--- src/rtl/vga_timing_pkg.sv ---
// Shared VGA timing constants, polarity constants and helpers for the
// scan controller and its alignment pipeline.
package vga_timing_pkg;

  // Default 1440x900 timing, horizontal in pixels, vertical in lines.
  localparam int DEF_H_ACTIVE = 1440;
  localparam int DEF_H_FP     = 80;
  localparam int DEF_H_SYNC   = 152;
  localparam int DEF_H_BP     = 232;
  localparam int DEF_V_ACTIVE = 900;
  localparam int DEF_V_FP     = 1;
  localparam int DEF_V_SYNC   = 3;
  localparam int DEF_V_BP     = 28;

  localparam int DEF_COLOR_W  = 4;
  localparam int DEF_DRAW_LAT = 1;
  localparam int MAX_DRAW_LAT = 4;

  localparam logic POL_LOW  = 1'b0;
  localparam logic POL_HIGH = 1'b1;

  // Raw timing flags carried together through the alignment pipeline.
  typedef struct packed {
    logic hs;
    logic vs;
    logic de;
  } sync_t;

  function automatic int total_count(input int active, input int fp,
                                     input int sync, input int bp);
    return active + fp + sync + bp;
  endfunction

endpackage

--- src/rtl/vga_delay_line.sv ---
// Clock-enabled shift register with synchronous clear; depth 0 is a wire.
module vga_delay_line #(
  parameter int WIDTH = 1,
  parameter int DEPTH = 1
) (
  input  logic             clk,
  input  logic             rst,
  input  logic             ce,
  input  logic [WIDTH-1:0] d,
  output logic [WIDTH-1:0] q
);

  if (DEPTH == 0) begin : g_wire
    assign q = d;
  end else begin : g_pipe
    logic [WIDTH-1:0] stage [DEPTH];

    always_ff @(posedge clk) begin
      if (rst) begin
        for (int i = 0; i < DEPTH; i++) stage[i] <= '0;
      end else if (ce) begin
        stage[0] <= d;
        for (int i = 1; i < DEPTH; i++) stage[i] <= stage[i-1];
      end
    end

    assign q = stage[DEPTH-1];
  end

endmodule

--- src/rtl/vga_scan_ctrl.sv ---
// VGA raster counters with renderer request outputs and a latency-matched
// sync/de/colour output stage.
module vga_scan_ctrl
  import vga_timing_pkg::*;
#(
  parameter int   H_ACTIVE  = DEF_H_ACTIVE,
  parameter int   H_FP      = DEF_H_FP,
  parameter int   H_SYNC    = DEF_H_SYNC,
  parameter int   H_BP      = DEF_H_BP,
  parameter int   V_ACTIVE  = DEF_V_ACTIVE,
  parameter int   V_FP      = DEF_V_FP,
  parameter int   V_SYNC    = DEF_V_SYNC,
  parameter int   V_BP      = DEF_V_BP,
  parameter logic HSYNC_POL = POL_LOW,
  parameter logic VSYNC_POL = POL_HIGH,
  parameter int   COLOR_W   = DEF_COLOR_W,
  parameter int   DRAW_LAT  = DEF_DRAW_LAT,
  localparam int  H_TOTAL   = total_count(H_ACTIVE, H_FP, H_SYNC, H_BP),
  localparam int  V_TOTAL   = total_count(V_ACTIVE, V_FP, V_SYNC, V_BP),
  localparam int  X_W       = $clog2(H_TOTAL),
  localparam int  Y_W       = $clog2(V_TOTAL)
) (
  input  logic               clk,
  input  logic               rst,
  input  logic               ce,
  input  logic [COLOR_W-1:0] draw_r,
  input  logic [COLOR_W-1:0] draw_g,
  input  logic [COLOR_W-1:0] draw_b,
  output logic [X_W-1:0]     curr_x,
  output logic [Y_W-1:0]     curr_y,
  output logic               req_valid,
  output logic               frame_start,
  output logic               line_start,
  output logic               hsync,
  output logic               vsync,
  output logic               de,
  output logic [COLOR_W-1:0] pix_r,
  output logic [COLOR_W-1:0] pix_g,
  output logic [COLOR_W-1:0] pix_b
);

  if ((H_ACTIVE <= 0) || (H_FP <= 0) || (H_SYNC <= 0) || (H_BP <= 0) ||
      (V_ACTIVE <= 0) || (V_FP <= 0) || (V_SYNC <= 0) || (V_BP <= 0)) begin : g_bad_timing
    $error("vga_scan_ctrl: every timing parameter must be non-zero");
  end
  if ((DRAW_LAT < 0) || (DRAW_LAT > MAX_DRAW_LAT)) begin : g_bad_lat
    $error("vga_scan_ctrl: DRAW_LAT must lie in 0..4");
  end

  localparam logic [X_W-1:0] H_LAST     = X_W'(H_TOTAL - 1);
  localparam logic [X_W-1:0] H_ACT_END  = X_W'(H_ACTIVE);
  localparam logic [X_W-1:0] H_SYNC_BEG = X_W'(H_ACTIVE + H_FP);
  localparam logic [X_W-1:0] H_SYNC_END = X_W'(H_ACTIVE + H_FP + H_SYNC);
  localparam logic [Y_W-1:0] V_LAST     = Y_W'(V_TOTAL - 1);
  localparam logic [Y_W-1:0] V_ACT_END  = Y_W'(V_ACTIVE);
  localparam logic [Y_W-1:0] V_SYNC_BEG = Y_W'(V_ACTIVE + V_FP);
  localparam logic [Y_W-1:0] V_SYNC_END = Y_W'(V_ACTIVE + V_FP + V_SYNC);

  logic [X_W-1:0] h_cnt;
  logic [Y_W-1:0] v_cnt;
  sync_t          raw;
  sync_t          dly;
  sync_t          out_q;

  always_ff @(posedge clk) begin
    if (rst) begin
      h_cnt <= '0;
      v_cnt <= '0;
    end else if (ce) begin
      if (h_cnt == H_LAST) begin
        h_cnt <= '0;
        v_cnt <= (v_cnt == V_LAST) ? '0 : v_cnt + Y_W'(1);
      end else begin
        h_cnt <= h_cnt + X_W'(1);
      end
    end
  end

  // Stage 0. req_valid is a qualifier with no ready: the renderer must
  // answer every enabled cycle, DRAW_LAT enabled cycles later.
  always_comb begin
    raw    = '0;
    raw.hs = (h_cnt >= H_SYNC_BEG) && (h_cnt < H_SYNC_END);
    raw.vs = (v_cnt >= V_SYNC_BEG) && (v_cnt < V_SYNC_END);
    raw.de = (h_cnt < H_ACT_END) && (v_cnt < V_ACT_END);
  end

  assign curr_x      = h_cnt;
  assign curr_y      = v_cnt;
  assign req_valid   = raw.de;
  assign line_start  = (h_cnt == '0);
  assign frame_start = (h_cnt == '0) && (v_cnt == '0);

  vga_delay_line #(
    .WIDTH ($bits(sync_t)),
    .DEPTH (DRAW_LAT)
  ) u_align (
    .clk (clk),
    .rst (rst),
    .ce  (ce),
    .d   (raw),
    .q   (dly)
  );

  // Final register: colour is captured in the same enabled cycle as the
  // delayed de, so blanking never leaks renderer data.
  always_ff @(posedge clk) begin
    if (rst) begin
      out_q <= '0;
      pix_r <= '0;
      pix_g <= '0;
      pix_b <= '0;
    end else if (ce) begin
      out_q <= dly;
      pix_r <= dly.de ? draw_r : '0;
      pix_g <= dly.de ? draw_g : '0;
      pix_b <= dly.de ? draw_b : '0;
    end
  end

  assign hsync = out_q.hs ? HSYNC_POL : ~HSYNC_POL;
  assign vsync = out_q.vs ? VSYNC_POL : ~VSYNC_POL;
  assign de    = out_q.de;

endmodule

--- config.mk ---
export PLATFORM = sky130hd
export DESIGN_NAME = vga_scan_ctrl
export DESIGN_NICKNAME = d
export VERILOG_FILES = /design/src/rtl/vga_timing_pkg.sv /design/src/rtl/vga_delay_line.sv /design/src/rtl/vga_scan_ctrl.sv
export SDC_FILE = /design/constraint.sdc
export NUM_CORES = 1
export LEC_CHECK = 0
export BUFFER_PORTS_ARGS = -buffer_cell sky130_fd_sc_hd__buf_4
export CORE_MARGIN = 2
export CORE_UTILIZATION = 50
export CTS_CLUSTER_DIAMETER = 40
export DETAILED_ROUTE_END_ITERATION = 8
export PLACE_DENSITY_LB_ADDON = 0.2
export SYNTH_ARGS = -nofsm -noshare
export SYNTH_HDL_FRONTEND = slang
export SYNTH_HIERARCHICAL = 1
export SYNTH_SLANG_ARGS = --single-unit
--- constraint.sdc ---
create_clock -name clk -period 2.11 [get_ports clk]
set_input_delay 0.3165 -clock clk [delete_from_list [all_inputs] [get_ports clk]]
set_output_delay 0.3165 -clock clk [all_outputs]
set_load 0.01 [all_outputs]
# --- Yosys cells after proc, flatten, opt, wreduce, memory -nomap -nowiden ---
# Memory sizes are Yosys's and may differ from the RTL's.
# Cells that the tools add are included.
totals:
  n_memories: 1
  register_bits: 36
  word_cells: 41
  output_inout_bits: 39
  mem_bits_rw: 3
  in_bits: 15
memory_table:
  columns: ["name", "depth", "word_bits", "read_ports", "rd_ports_with_merged_regs", "write_ports", "line_no", "rtl"]
  rows:
  - ["u_align.g_pipe.stage", 1, 3, 1, 0, 1, "vga_delay_line.sv:16", "logic [WIDTH-1:0] stage [DEPTH];"]
classes:
  muxes: 14
  reduce_logical: 8
  eq_ne: 2
  add_sub_neg: 2
  order_cmp: 6
ops:
  columns: ["op", "count"]
  rows:
  - ["$lt 11x11->1 const B", 2]
  - ["$lt 10x10->1 const B", 2]
  - ["$mux 4", 3]
  - ["$add 11x1->11 const B", 1]
  - ["$eq 11x11->1 const B", 1]
  - ["$ge 11x11->1 const B", 1]
  - ["$logic_not 11->1", 1]
  - ["$mux 11", 1]
  - ["$add 10x1->10 const B", 1]
  - ["$eq 10x10->1 const B", 1]
  - ["$ge 10x10->1 const B", 1]
  - ["$logic_not 10->1", 1]
  - ["$mux 10", 1]
  - ["$mux 1", 8]
  - ["$logic_and 1x1->1", 4]
  - ["$mux 3", 1]
  - ["$reduce_or 3->1", 1]
  - ["$reduce_and 2->1", 1]

# --- Logic depth before layout (Yosys ltp) ---
# Gate-level depths: netlist of run 1.
depth:
  ltp_word: 5
  depth_mapped: 7
  depth_no_buf: 6

# --- Modules after synthesis ---
# Netlist of run 1, hierarchy kept.
by_module_without_submodules:
  columns: ["mod", "n_inst", "area_per_inst_um2", "cells_each"]
  rows:
  - ["vga_scan_ctrl", 1, 1675.4, 187]
  - ["vga_delay_line", 1, 122.6, 7]

# --- Worst setup path after synthesis of run 1 ---
# No wires, ideal clock.
synth_path:
  kind: "reg2reg"
  start: "register v_cnt[3], in the netlist curr_y[3]"
  end: "register v_cnt[0], in the netlist curr_y[0]"
  setup_time_ns: 0.121
  arrival_ns: 1.540
  path_stages_with_launch: 5
  path_slack_ns: 0.450
  t_required_ns: 1.989
  path_buffers: 0
  period_less_slack_ns: 1.660
  path_cell_list: "dfxtp_1 -> or3_4 -> or4_4 -> o21bai_4 -> nor2_1"
synth_via:
  elab_chain_cells: 2
synth_rtl:
  columns: ["item", "line_no", "rtl"]
  rows:
  - ["start: declaration", "vga_scan_ctrl.sv:60", "logic [Y_W-1:0] v_cnt;"]
  - ["start signal: assignment", "vga_scan_ctrl.sv:72", "v_cnt <= (v_cnt == V_LAST) ? '0 : v_cnt + Y_W'(1);"]
  - ["$eq 10x10->1", "vga_scan_ctrl.sv:72", null]
  - ["$mux 10", "vga_scan_ctrl.sv:72", null]
# Every way passes these cells.
# A chain may end at the register's enable or synchronous reset.

# --- Worst setup path in the final report of run 1 ---
layout_path:
  start: "register h_cnt[3], in the netlist curr_x[3]"
  end: "output frame_start"
layout_via:
  elab_chain_cells: 2
layout_rtl:
  columns: ["item", "line_no", "rtl"]
  rows:
  - ["start: declaration", "vga_scan_ctrl.sv:59", "logic [X_W-1:0] h_cnt;"]
  - ["start signal: assignment", "vga_scan_ctrl.sv:74", "h_cnt <= h_cnt + X_W'(1);"]
  - ["$logic_not 11->1", "vga_scan_ctrl.sv:92", "assign frame_start = (h_cnt == '0) && (v_cnt == '0);"]
  - ["$logic_and 1x1->1", "vga_scan_ctrl.sv:92", null]
  - ["end: declaration", "vga_scan_ctrl.sv:32", "output logic frame_start,"]
# Every way passes these cells.

==> results of run 1 <==
==> sequential cells by signal (all words and copies together), names as in the netlist <==
signal                flops
pix_b                     4
curr_y                   10
u_align/g_pipe.stage      3
out_q                     2
pix_g                     4
curr_x                   11
de                        1
pix_r                     4
==> worst max-delay path by stage <==
stage / startpoint / to / slack (ns) / depth (start not counted)
after floorplan: curr_y[3]$_SDFFE_PP0P_ / curr_y[0]$_SDFFE_PP0P_ / 0.45 / 4
after global placement: curr_x[0]$_SDFFE_PP0P_ / curr_y[1]$_SDFFE_PP0P_ / 0.33 / 5
after detailed placement: curr_x[1]$_SDFFE_PP0P_ / curr_y[9]$_SDFFE_PP0P_ / 0.28 / 5
after CTS: curr_x[3]$_SDFFE_PP0P_ / frame_start / 0.06 / 4
after global routing: curr_x[3]$_SDFFE_PP0P_ / frame_start / 0.03 / 4
final: curr_x[3]$_SDFFE_PP0P_ / frame_start / 0.11 / 4
==> synth_stat cells (2+ instances only) <==
library cell / n / share of area (%)
dfxtp_1: 36 / 40
nor2_1: 29 / 6.1
a22oi_1: 12 / 5.0
inv_1: 12 / 2.5
o21ai_0: 10 / 2.8
a21oi_1: 9 / 2.5
nand3_1: 8 / 2.2
or3_1: 7 / 2.4
xnor2_1: 7 / 3.4
ha_1: 6 / 4.2
and4_1: 5 / 2.4
nand2_1: 5 / 1.0
xor2_1: 5 / 2.4
clkbuf_1: 4 / 0.83
nand4_1: 4 / 1.4
and2_1: 3 / 1.0
and3b_1: 3 / 1.5
edfxtp_1: 3 / 5.0
mux2i_1: 3 / 1.7
nor4_1: 3 / 1.0
and3_1: 2 / 0.70
buf_4: 2 / 0.83
o21a_1: 2 / 0.83
==> per-layer routing <==
layer	up-vias	track usage [%]	routed length (µm)
met5	-	0	0
met4	0	9.783	75
met3	7	4.049	178
met2	38	31.77	1816
met1	725	26.28	1844
li1	791	-	-
==> area by class of cell <==
class                   instances  share of cell area [%]
clock buffers                   6                   2.213
clock inverters                 2                   1.511
inverters                      12                   1.943
multi-input cells             136                   39.40
flip-flops and latches         39                   34.97
well taps                      46                   2.482
repair buffers                 54                   17.49
==> power by group through the flow <==
stage	sequential, mW	clock [mW]	combinational (mW)
final	0.774	0.527	0.126
after global routing	0.776	0.571	0.137
after CTS	0.774	0.540	0.128
after detailed placement	0.791	0	0.127
after global placement	0.790	0	0.126
after floorplan	0.796	0	0.0579
==> cell usage in the layout (no fill, tap or decap), types with 3 or more instances in the layout <==
master / n
ha_1: 6
xor2_1: 5
nor2_1: 29
buf_4: 54
o21ai_0: 10
edfxtp_1: 3
a21oi_1: 9
xnor2_1: 7
or3_1: 7
and4_1: 5
nand2_1: 5
clkbuf_4: 5
nand3_1: 8
nand4_1: 4
inv_1: 12
and3b_1: 3
dfxtp_1: 36
a22oi_1: 12
mux2i_1: 3
and2_1: 3
==> cell families (layout without fill, tap and decap cells) <==
group	count (synthesis)	count (layout)	synth area share, %
DFF	39	39	45.09
and+or+nand+nor	80	80	26.17
xor gates and xnor gates	12	12	5.845
muxes	3	3	1.670
adders and majority gates	6	6	4.175
buffers and inverters	19	74	4.453
AOI/OAI and AO/OA	35	35	12.60
==> through the flow <==
step / hold slack (ns) / instance area [µm²] / utilization, % / std cells
6_report: 0.1895 / 2318 / 68.40 / 295
3_3_place_gp: 0.4626 / 2226 / 65.67 / 287
2_1_floorplan: 0.4563 / 1798 / - / 194
4_1_cts: 0.1826 / 2312 / 68.22 / 295
5_1_grt: 0.1878 / 2318 / 68.40 / 295
3_5_place_dp: 0.4845 / 2226 / 65.67 / 287
==> worst max-delay path, stage by stage (launching register included) <==
cell     delay, ns
dfxtp_1       0.40
nor4_2        0.33
and4_1        0.29
and3_1        0.19
buf_4         0.12
==> summary.md, run 1 <==
| Metric | Value |
|---|---|
| Pre-antenna DRT Iters | `4` |
| Die Y | `63.97 µm` |
| P_leak | `between 0.9 and 1 nW` |
| WHS Path Cells | `3` |
| H-tree lvl count | `2` |
| Internal Pwr Total | `approximately 1.1 mW` |
| Layout Nets | `269` |
| Die X | `63.97 µm` |
| CTS Hold Bufs | `0` |
| Reg-to-reg slack, setup | `between 0.2 and 0.25 ns` |
| Clock Power Share | `36.9%` |
| Power per Cell Area | `about 600 mW/mm²` |
| Startpoint Class | `register` |
| Core box area | `about 0.0034 mm²` |
| Final min period | `2.002 ns` |
| Routed WL | `around 4 mm` |
| Post-Synthesis Cells | `194` |
| Max-slew headroom | `69.80%` |
| Sw power | `0.3201 mW` |
| PortBufs | `53` |
| Core Rows | `21` |
| Clock transition at path regs | `0.11 ns` |
| Antenna violations before repair | `0` |
| RSZ-0062 raised after global routing | `false` |
| # Post-CTS Setup Buffers | `0` |
| Ports | `54` |
| Clk_skew | `0.003878 ns` |
| Comb pwr share | `8.8%` |
| Drt first-iter violations | `72` |
| Arrival @ worst endpoint | `between 1.5 and 2 ns` |
| First-pass GRT wire length | `between 6 and 7 mm` |
| Antenna cell count | `0` |
| Sw Ratio | `22.42%` |
| Register area | `approximately 800 µm²` |
| Drc violations | `0` |
| Sequential share of power | `54.2%` |
| Dpl ws | `0.2754 ns` |
| Setup Crit Path Kind | `reg2out` |
| Setup WS post-layout | `0.1085 ns` |
| Reg2reg path depth | `5` |
| Root Driver | `clkbuf_4` |
| Initial Util | `53.05%` |
| Num CTS Buffers | `5` |
| Total congestion overflow | `0` |
| Peak supply drop | `277.6 µV` |
| Layout cells sized above 1 | `28.11%` |
| Synth unique cells | `37` |
| Worst-Margin Slew | `about 0.45 ns` |
| Max Clock Freq | `499.6 MHz` |
| Area delta synth->final | `28.95%` |
| Routed vias | `1561` |
| Hold Path Class | `in2reg` |
| Main synth FF type | `dfxtp_1` |
| Hold Path Sink | `pix_r[0]$_SDFFE_PP0P_` |
| FFs w/ async S/R, synth | `0%` |
| Total Neg Setup Slack | `0 ns` |
| Global placer's final weighted congestion | `0.7649` |
| Max Root-Sink Buffers | `2` |
| Number of synthesized register bits | `39` |
| Fill cells | `between 200 and 300` |
| Post-synth EDFFs | `3` |
| Top fanout value on the critical path | `7` |
| CP Capture Type | `primary output` |
| DP Wirelength | `2.868 mm` |
| Global Route Usage Sum | `20.16%` |
| Data required time at the worst endpoint | `approximately 1.8 ns` |
| CTS tree | `done` |
| Antenna viol nets, final | `0` |
| Die ar. | `0.004092 mm²` |
| Largest net degree at the start of global routing | `24` |
| CTS resizes | `0` |
| Max Transition Viols Final | `0` |
| Power, Total | `1.428 mW` |
| Wire per inst | `13.27 µm` |
| Max-Cap Viols | `0` |
| Status | `finished, final reports clean` |
| Vias per cell | `about 5.3` |
| Vias in the first global route | `approximately 1400` |
| Clock insertion delay at the later pin of the skew report | `0.35 ns` |
| Avg Cell Area, Syn | `9.268 µm²` |
| Area of the multi-input gates | `913.4 µm²` |
| Critical R2R Launch | `curr_x[0]$_SDFFE_PP0P_` |
| Sequential area share after synthesis | `a little under half` |
| Hold_sp | `draw_r[0]` |
| Mapped Area | `0.001798 mm²` |
| Final setup violation count | `0` |
| Syn. warnings | `6` |
| Period utilization | `94.86%` |
| CTS sink cnt | `39` |
| RR Endpoint | `curr_y[9]$_SDFFE_PP0P_` |
| Final hold violations | `0` |
| Syn nets | `215` |
(Power assumes the default switching activity.)
==> inputs of run 2 (changes only) <==
Settings changed: PLACE_DENSITY from default to 0.76, PLACE_DENSITY_LB_ADDON 0.2 to default.
==> run 2 against run 1 <==
  * Non-clock buffer count did not move
  * Clock-buffer cell count up 1
  * Global-route usage down 0.54 points
  * Critical path type unchanged
  * Register-to-register slack improved by 0.09 ns
  * Routed wire length is 2.1% lower
  * Sequential share of layout area is 0.30 points higher
  * Design area down 0.86%
  * Clock power fell by 19%
  * Maximum frequency grew 1.6%
  * Hold slack gained 0.015 ns
  * Core utilization decreased by 0.59 points
==> summary.md, run 2 (synthesized netlist as in run 1, its figures left out) <==
| Metric | Value |
|---|---|
| Largest net degree at the start of global routing | `24 (unchanged)` |
| Wire length on met1 | `1.784 mm (-3.3%)` |
| Met3 WL | `209 µm (+17%)` |
| Most frequent cells in the layout | `54 x buf_4, 36 x dfxtp_1, 29 x nor2_1, 12 x inv_1, 12 x a22oi_1` |
| Clk_skew | `0.007306 ns (+0.003428 ns)` |
| Final setup violation count | `0 (unchanged)` |
| Total congestion overflow | `0 (unchanged)` |
| RSZ-0062 raised after global routing | `false` |
| Max-slew headroom | `70.15% (+0.34 points)` |
| Arrival @ worst endpoint | `1.65 ns (-0.04 ns)` |
| Core Rows | `21 (unchanged)` |
| Routed wl met2 | `1.805 mm (-0.61%)` |
| Max-Cap Viols | `0 (unchanged)` |
| Core Util, Final | `67.81% (-0.59 points)` |
| Period utilization | `93.40% (-1.5 points)` |
| Non-Filler Instances | `294 (-0.34%)` |
| Vias per cell | `5.279 (-0.24%)` |
| CP max stage cell | `dfxtp_1` |
| Antenna violations before repair | `0 (unchanged)` |
| Final hold violations | `0 (unchanged)` |
| Die X | `63.97 µm (unchanged)` |
| Status | `finished, final reports clean` |
| Most common cell after layout, fill and taps aside | `buf_4` |
| CTS sink cnt | `39 (unchanged)` |
| DP Wirelength | `2.757 mm (-3.9%)` |
| Power per Cell Area | `576.8 mW/mm² (-6.3%)` |
| Setup WS post-layout | `0.1393 ns (+0.03085 ns)` |
| Startpoint Class | `register` |
| Die ar. | `0.004092 mm² (unchanged)` |
| Max Transition Viols Final | `0 (unchanged)` |
| Pre-antenna DRT Iters | `4 (unchanged)` |
| CTS tree | `done` |
| Largest register FFs | `11 (unchanged)` |
| Vias in the first global route | `1357 (-1.1%)` |
| First-pass GRT wire length | `6.403 mm (-0.42%)` |
| Dpl ws | `0.3572 ns (+0.08171 ns)` |
| Antenna viol nets, final | `0 (unchanged)` |
| Global Route Usage Sum | `19.62% (-0.54 points)` |
| Worst-Margin Slew | `0.4478 ns (-0.005140 ns)` |
| Wire per inst | `13.03 µm (-1.8%)` |
| Critical path's largest stage delay | `0.40 ns (about the same)` |
| H-tree lvl count | `2 (unchanged)` |
| CP Cell Sequence | `nor4_2 > and4_1 > and3_1 > buf_4` |
| Ports | `54 (unchanged)` |
| Drc violations | `0 (unchanged)` |
| Layout Nets | `269 (unchanged)` |
| Final min period | `1.971 ns (-0.03085 ns)` |
| Root Driver | `clkbuf_4` |
| Routed WL | `3.831 mm (-2.1%)` |
| Routed vias | `1552 (-0.58%)` |
| Data required time at the worst endpoint | `1.79 ns (about the same)` |
| PortBufs | `53 (unchanged)` |
| Power, Total | `1.326 mW (-7.1%)` |
| Max Used Layer | `met4` |
| Num CTS Buffers | `5 (unchanged)` |
| Area delta synth->final | `27.84%` |
| Hold Path Class | `in2reg` |
| Top fanout value on the critical path | `7 (unchanged)` |
| Fill cells | `298 (+8.8%)` |
| Die Y | `63.97 µm (unchanged)` |
| Peak supply drop | `307.2 µV (+11%)` |
| P_leak | `0.9774 nW (-1.2%)` |
| Clock transition at path regs | `0.11 ns (about the same)` |
| Global placer's final weighted congestion | `0.8257 (+7.9%)` |
| CTS Hold Bufs | `0 (unchanged)` |
| Max Clock Freq | `507.4 MHz (+1.6%)` |
| Drt first-iter violations | `64 (-11%)` |
| Layout cells sized above 1 | `27.42% (-0.69 points)` |
| Core box area | `0.003390 mm² (unchanged)` |
| Setup Crit Path Kind | `reg2out` |
| Initial Util | `53.05% (unchanged)` |
| Post-placement cell count | `287 (unchanged)` |
| CP Capture Type | `primary output` |
| Antenna cell count | `0 (unchanged)` |
| Max Root-Sink Buffers | `2 (unchanged)` |
| Clock insertion delay at the later pin of the skew report | `0.34 ns (about the same)` |
| Total Neg Setup Slack | `0 ns (unchanged)` |
## run 2: changes by cell type in the layout (fill, tap and decap cells not counted)
cell / before / now
clkinv_2: 1 / 0
clkbuf_8: 1 / 0
clkbuf_16: 0 / 1
bufinv_16: 1 / 0
clkbuf_1: 0 / 1
## run 2: final timing paths
kind                                                               start                      to  slack [ns]  cells after the start
worst max-delay path                              curr_x[3]$_SDFFE_PP0P_             frame_start        0.14                      4
worst min-delay path                                           draw_g[3]   pix_g[3]$_SDFFE_PP0P_        0.20                      3
worst max register to register                    curr_x[0]$_SDFFE_PP0P_  curr_y[1]$_SDFFE_PP0P_        0.33                      5
worst min register to register  u_align/g_pipe.stage[0][1]$_SDFFCE_PN0P_   out_q[1]$_SDFFE_PP0P_        0.49                      2
## run 2: power by group
part	internal (mW)	total, mW	switching (mW)
clock network	0.197	0.427	0.230
registers	0.763	0.774	0.0111
logic	0.0649	0.125	0.0603
## run 2: cell type report
type / instances / area, µm² / share of cell area (%)
Inverter: 12 / 45.04 / 1.960
Sequential cell: 39 / 810.8 / 35.27
Multi-Input combinational cell: 136 / 913.4 / 39.74
Timing Repair Buffer: 54 / 405.4 / 17.64
Tap cell: 46 / 57.56 / 2.504
Clock buffer: 7 / 66.31 / 2.885
## run 2: metrics by stage
step	hold WS [ns]	cell area (µm²)
after floorplan	0.4563	1798
after global placement	0.4659	2226
after detailed placement	0.4728	2226
after CTS	0.1971	2292
after global routing	0.1965	2298
final	0.2044	2298
## run 2: timing repair
item / CTS / global route
setup buffers: 0 / 0
gates resized for setup: 0 / 1
setup endpoints to repair: 0 / 1
## run 2: critical path, delay by kind of cell, from the launching register on
kind | cells | cell delay [ns]
AND/OR/NAND/NOR | 3 | 0.80
buffers and inverters | 1 | 0.12
flip-flops | 1 | 0.40
## run 2: metal layers
layer	vias to the layer above	GRT usage [%]
met4	0	4.891
li1	791	-
met1	712	28.11
met5	-	0
met2	44	29.43
met3	5	4.930
==> inputs of run 3 (changes only) <==
Settings changed: CELL_PAD_IN_SITES_DETAIL_PLACEMENT from default to 0, CELL_PAD_IN_SITES_GLOBAL_PLACEMENT from default to 2, CORE_UTILIZATION 50 to 30, PLACE_DENSITY 0.76 to 0.77.
==> run 3 against run 2 <==
  * Routed wire length is 12% higher
  * Clock-buffer cell count stayed put
  * First-iteration DRC count is 17% higher
  * Final cell count is 11% higher
  * Hold slack better by 0.059 ns
  * Non-clock buffer count is 1 higher
  * Flip-flop and latch count stayed put
  * Critical path type unchanged
  * Largest cell class unchanged
  * Highest routed layer unchanged
==> summary.md, run 3 (synthesized netlist as in run 1, its figures left out) <==
| Metric | Value |
|---|---|
| Setup Crit Path Kind | `reg2out` |
| Period utilization | `91.70% (-1.7 points)` |
| Total Neg Setup Slack | `0 ns (unchanged)` |
| Ports | `54 (unchanged)` |
| Die X | `81.42 µm (+27%)` |
| Max Root-Sink Buffers | `2 (unchanged)` |
| Startpoint Class | `register` |
| Sequential share of power | `55.9% (-2.5 points)` |
| Pre-antenna DRT Iters | `4 (unchanged)` |
| Data required time at the worst endpoint | `1.79 ns (about the same)` |
| RSZ-0062 raised after global routing | `false` |
| Peak supply drop | `216.0 µV (-30%)` |
| Antenna viol nets, final | `0 (unchanged)` |
| Most frequent cells in the layout | `55 x buf_4, 36 x dfxtp_1, 29 x nor2_1, 12 x inv_1, 12 x a22oi_1` |
| Power per Cell Area | `586.9 mW/mm² (+1.8%)` |
| Final hold violations | `0 (unchanged)` |
| Hold Path Class | `in2reg` |
| Hold_sp | `draw_r[1]` |
| Critical R2R Launch | `curr_x[0]$_SDFFE_PP0P_` |
| Max-Cap Viols | `0 (unchanged)` |
| Vias per cell | `4.751 (-10%)` |
| Routed vias | `1544 (-0.52%)` |
| Worst setup startpoint | `curr_y[0]$_SDFFE_PP0P_` |
| Final min period | `1.935 ns (-0.03573 ns)` |
| Top fanout value on the critical path | `5 (-2)` |
| Core box area | `0.005851 mm² (+73%)` |
| Total congestion overflow | `0 (unchanged)` |
| Sw power | `0.3238 mW (+7.5%)` |
| Drc violations | `0 (unchanged)` |
| Reg-to-reg slack, setup | `0.29 ns (-0.04 ns)` |
| Layout cells sized above 1 | `27.60% (+0.18 points)` |
| Status | `finished, final reports clean` |
| Comb pwr share | `9.2% (-0.2 points)` |
| First-pass GRT wire length | `6.789 mm (+6.0%)` |
| Global placer's final weighted congestion | `0.7312 (-11%)` |
| Die Y | `81.42 µm (+27%)` |
| Clock insertion delay at the later pin of the skew report | `0.28 ns (-0.06 ns)` |
| Die ar. | `0.006628 mm² (+62%)` |
| Wire per inst | `13.18 µm (+1.1%)` |
| Area delta synth->final | `31.11%` |
| Fill cells | `638 (+110%)` |
| Arrival @ worst endpoint | `1.62 ns (-0.03 ns)` |
| Num CTS Buffers | `5 (unchanged)` |
| Max-slew headroom | `65.45% (-4.7 points)` |
| Root Driver | `clkbuf_8` |
| CP Capture Type | `primary output` |
| DP Wirelength | `3.056 mm (+11%)` |
| Final setup violation count | `0 (unchanged)` |
| Most common cell after layout, fill and taps aside | `buf_4` |
| Antenna violations before repair | `0 (unchanged)` |
| Vias in the first global route | `1392 (+2.6%)` |
| Non-Filler Instances | `325 (+11%)` |
| Global Route Usage Sum | `13.35% (-6.3 points)` |
| Largest register FFs | `11 (unchanged)` |
| Max Clock Freq | `516.8 MHz (+1.8%)` |
| Initial Util | `30.73% (-22 points)` |
| Sw Ratio | `23.41% (+0.68 points)` |
| Routed WL | `4.282 mm (+12%)` |
| Clock transition at path regs | `0.07 ns (-0.04 ns)` |
| Drt first-iter violations | `75 (+17%)` |
| Worst-Margin Slew | `0.5183 ns (+0.07046 ns)` |
| PortBufs | `53 (unchanged)` |
| CTS tree | `done` |
| Max Transition Viols Final | `0 (unchanged)` |
| P_leak | `0.9885 nW (+1.1%)` |
| Clock Power Share | `34.9% (+2.7 points)` |
| Layout Nets | `270 (+0.37%)` |
| CTS sink cnt | `39 (unchanged)` |
| Core Rows | `28 (+33%)` |
| Largest net degree at the start of global routing | `24 (unchanged)` |
| Internal Pwr Total | `1.060 mW (+3.4%)` |
| Post-placement cell count | `317 (+10%)` |
| H-tree lvl count | `2 (unchanged)` |
| Clk_skew | `0.002401 ns (-0.004906 ns)` |
| Antenna cell count | `0 (unchanged)` |
## run 3: cell types whose count changed in the layout (fill, tap and decap cells not counted)
cell | previous run | this run
clkbuf_1 | 1 | 2
buf_4 | 54 | 55
clkbuf_16 | 1 | 0
clkbuf_4 | 5 | 0
clkinv_2 | 0 | 1
clkbuf_8 | 0 | 5
## run 3: final timing paths
path                            endpoint  cells past startpoint
setup / recovery             frame_start                      5
hold / removal     pix_r[1]$_SDFFE_PP0P_                      3
setup reg to reg  curr_y[4]$_SDFFE_PP0P_                      5
hold reg to reg    out_q[2]$_SDFFE_PP0P_                      2
## run 3: timing repair
item                                    4_1_cts  5_1_grt
buffers inserted                              0        0
gates resized for setup                       0        1
endpoints found under the setup margin        0        1
hold buffers                                  0        0
## run 3: per-layer routing
metal | GRT usage [%] | wire length (µm)
met5 | 0 | 0
met4 | 5.593 | 61
met3 | 2.527 | 179
met2 | 20.66 | 1947
met1 | 18.17 | 2094
## run 3: layout make-up
| type | count | area [µm²] | area share [%] |
|---|---|---|---|
| clock buffer | 7 | 76.32 | 3.238 |
| multi-input combinational | 136 | 913.4 | 38.75 |
| clock inverter | 1 | 5.005 | 0.2123 |
| inverter | 12 | 45.04 | 1.911 |
| tap | 75 | 93.84 | 3.981 |
| sequential | 39 | 810.8 | 34.39 |
| timing repair buffer | 55 | 412.9 | 17.52 |
## run 3: power by group through the flow
| stage | logic, mW | registers, mW | clock network [mW] |
|---|---|---|---|
| after floorplan | 0.0579 | 0.796 | 0 |
| after global placement | 0.130 | 0.791 | 0 |
| after detailed placement | 0.131 | 0.791 | 0 |
| after CTS | 0.131 | 0.773 | 0.506 |
| after global routing | 0.141 | 0.776 | 0.538 |
| final | 0.127 | 0.773 | 0.483 |
## run 3: per-stage QoR
stage	instance area (µm²)	setup slack, ns	hold slack, ns	util (%)	power, mW
floorplan	1798	0.4498	0.4563	-	0.8536
global placement	2270	0.3472	0.4632	38.79	0.9202
detailed placement	2270	0.3184	0.4711	38.79	0.9218
CTS	2351	0.1344	0.2576	40.18	1.411
global route	2357	0.06928	0.2518	40.29	1.454
finish	2357	0.1751	0.2633	40.29	1.383
## run 3: worst max-delay path, stage by stage (launching register included)
cell and delay (ns):
dfxtp_1 0.36, inv_1 0.12, ha_1 0.15, nor4b_1 0.36, and3_1 0.22, buf_4 0.12
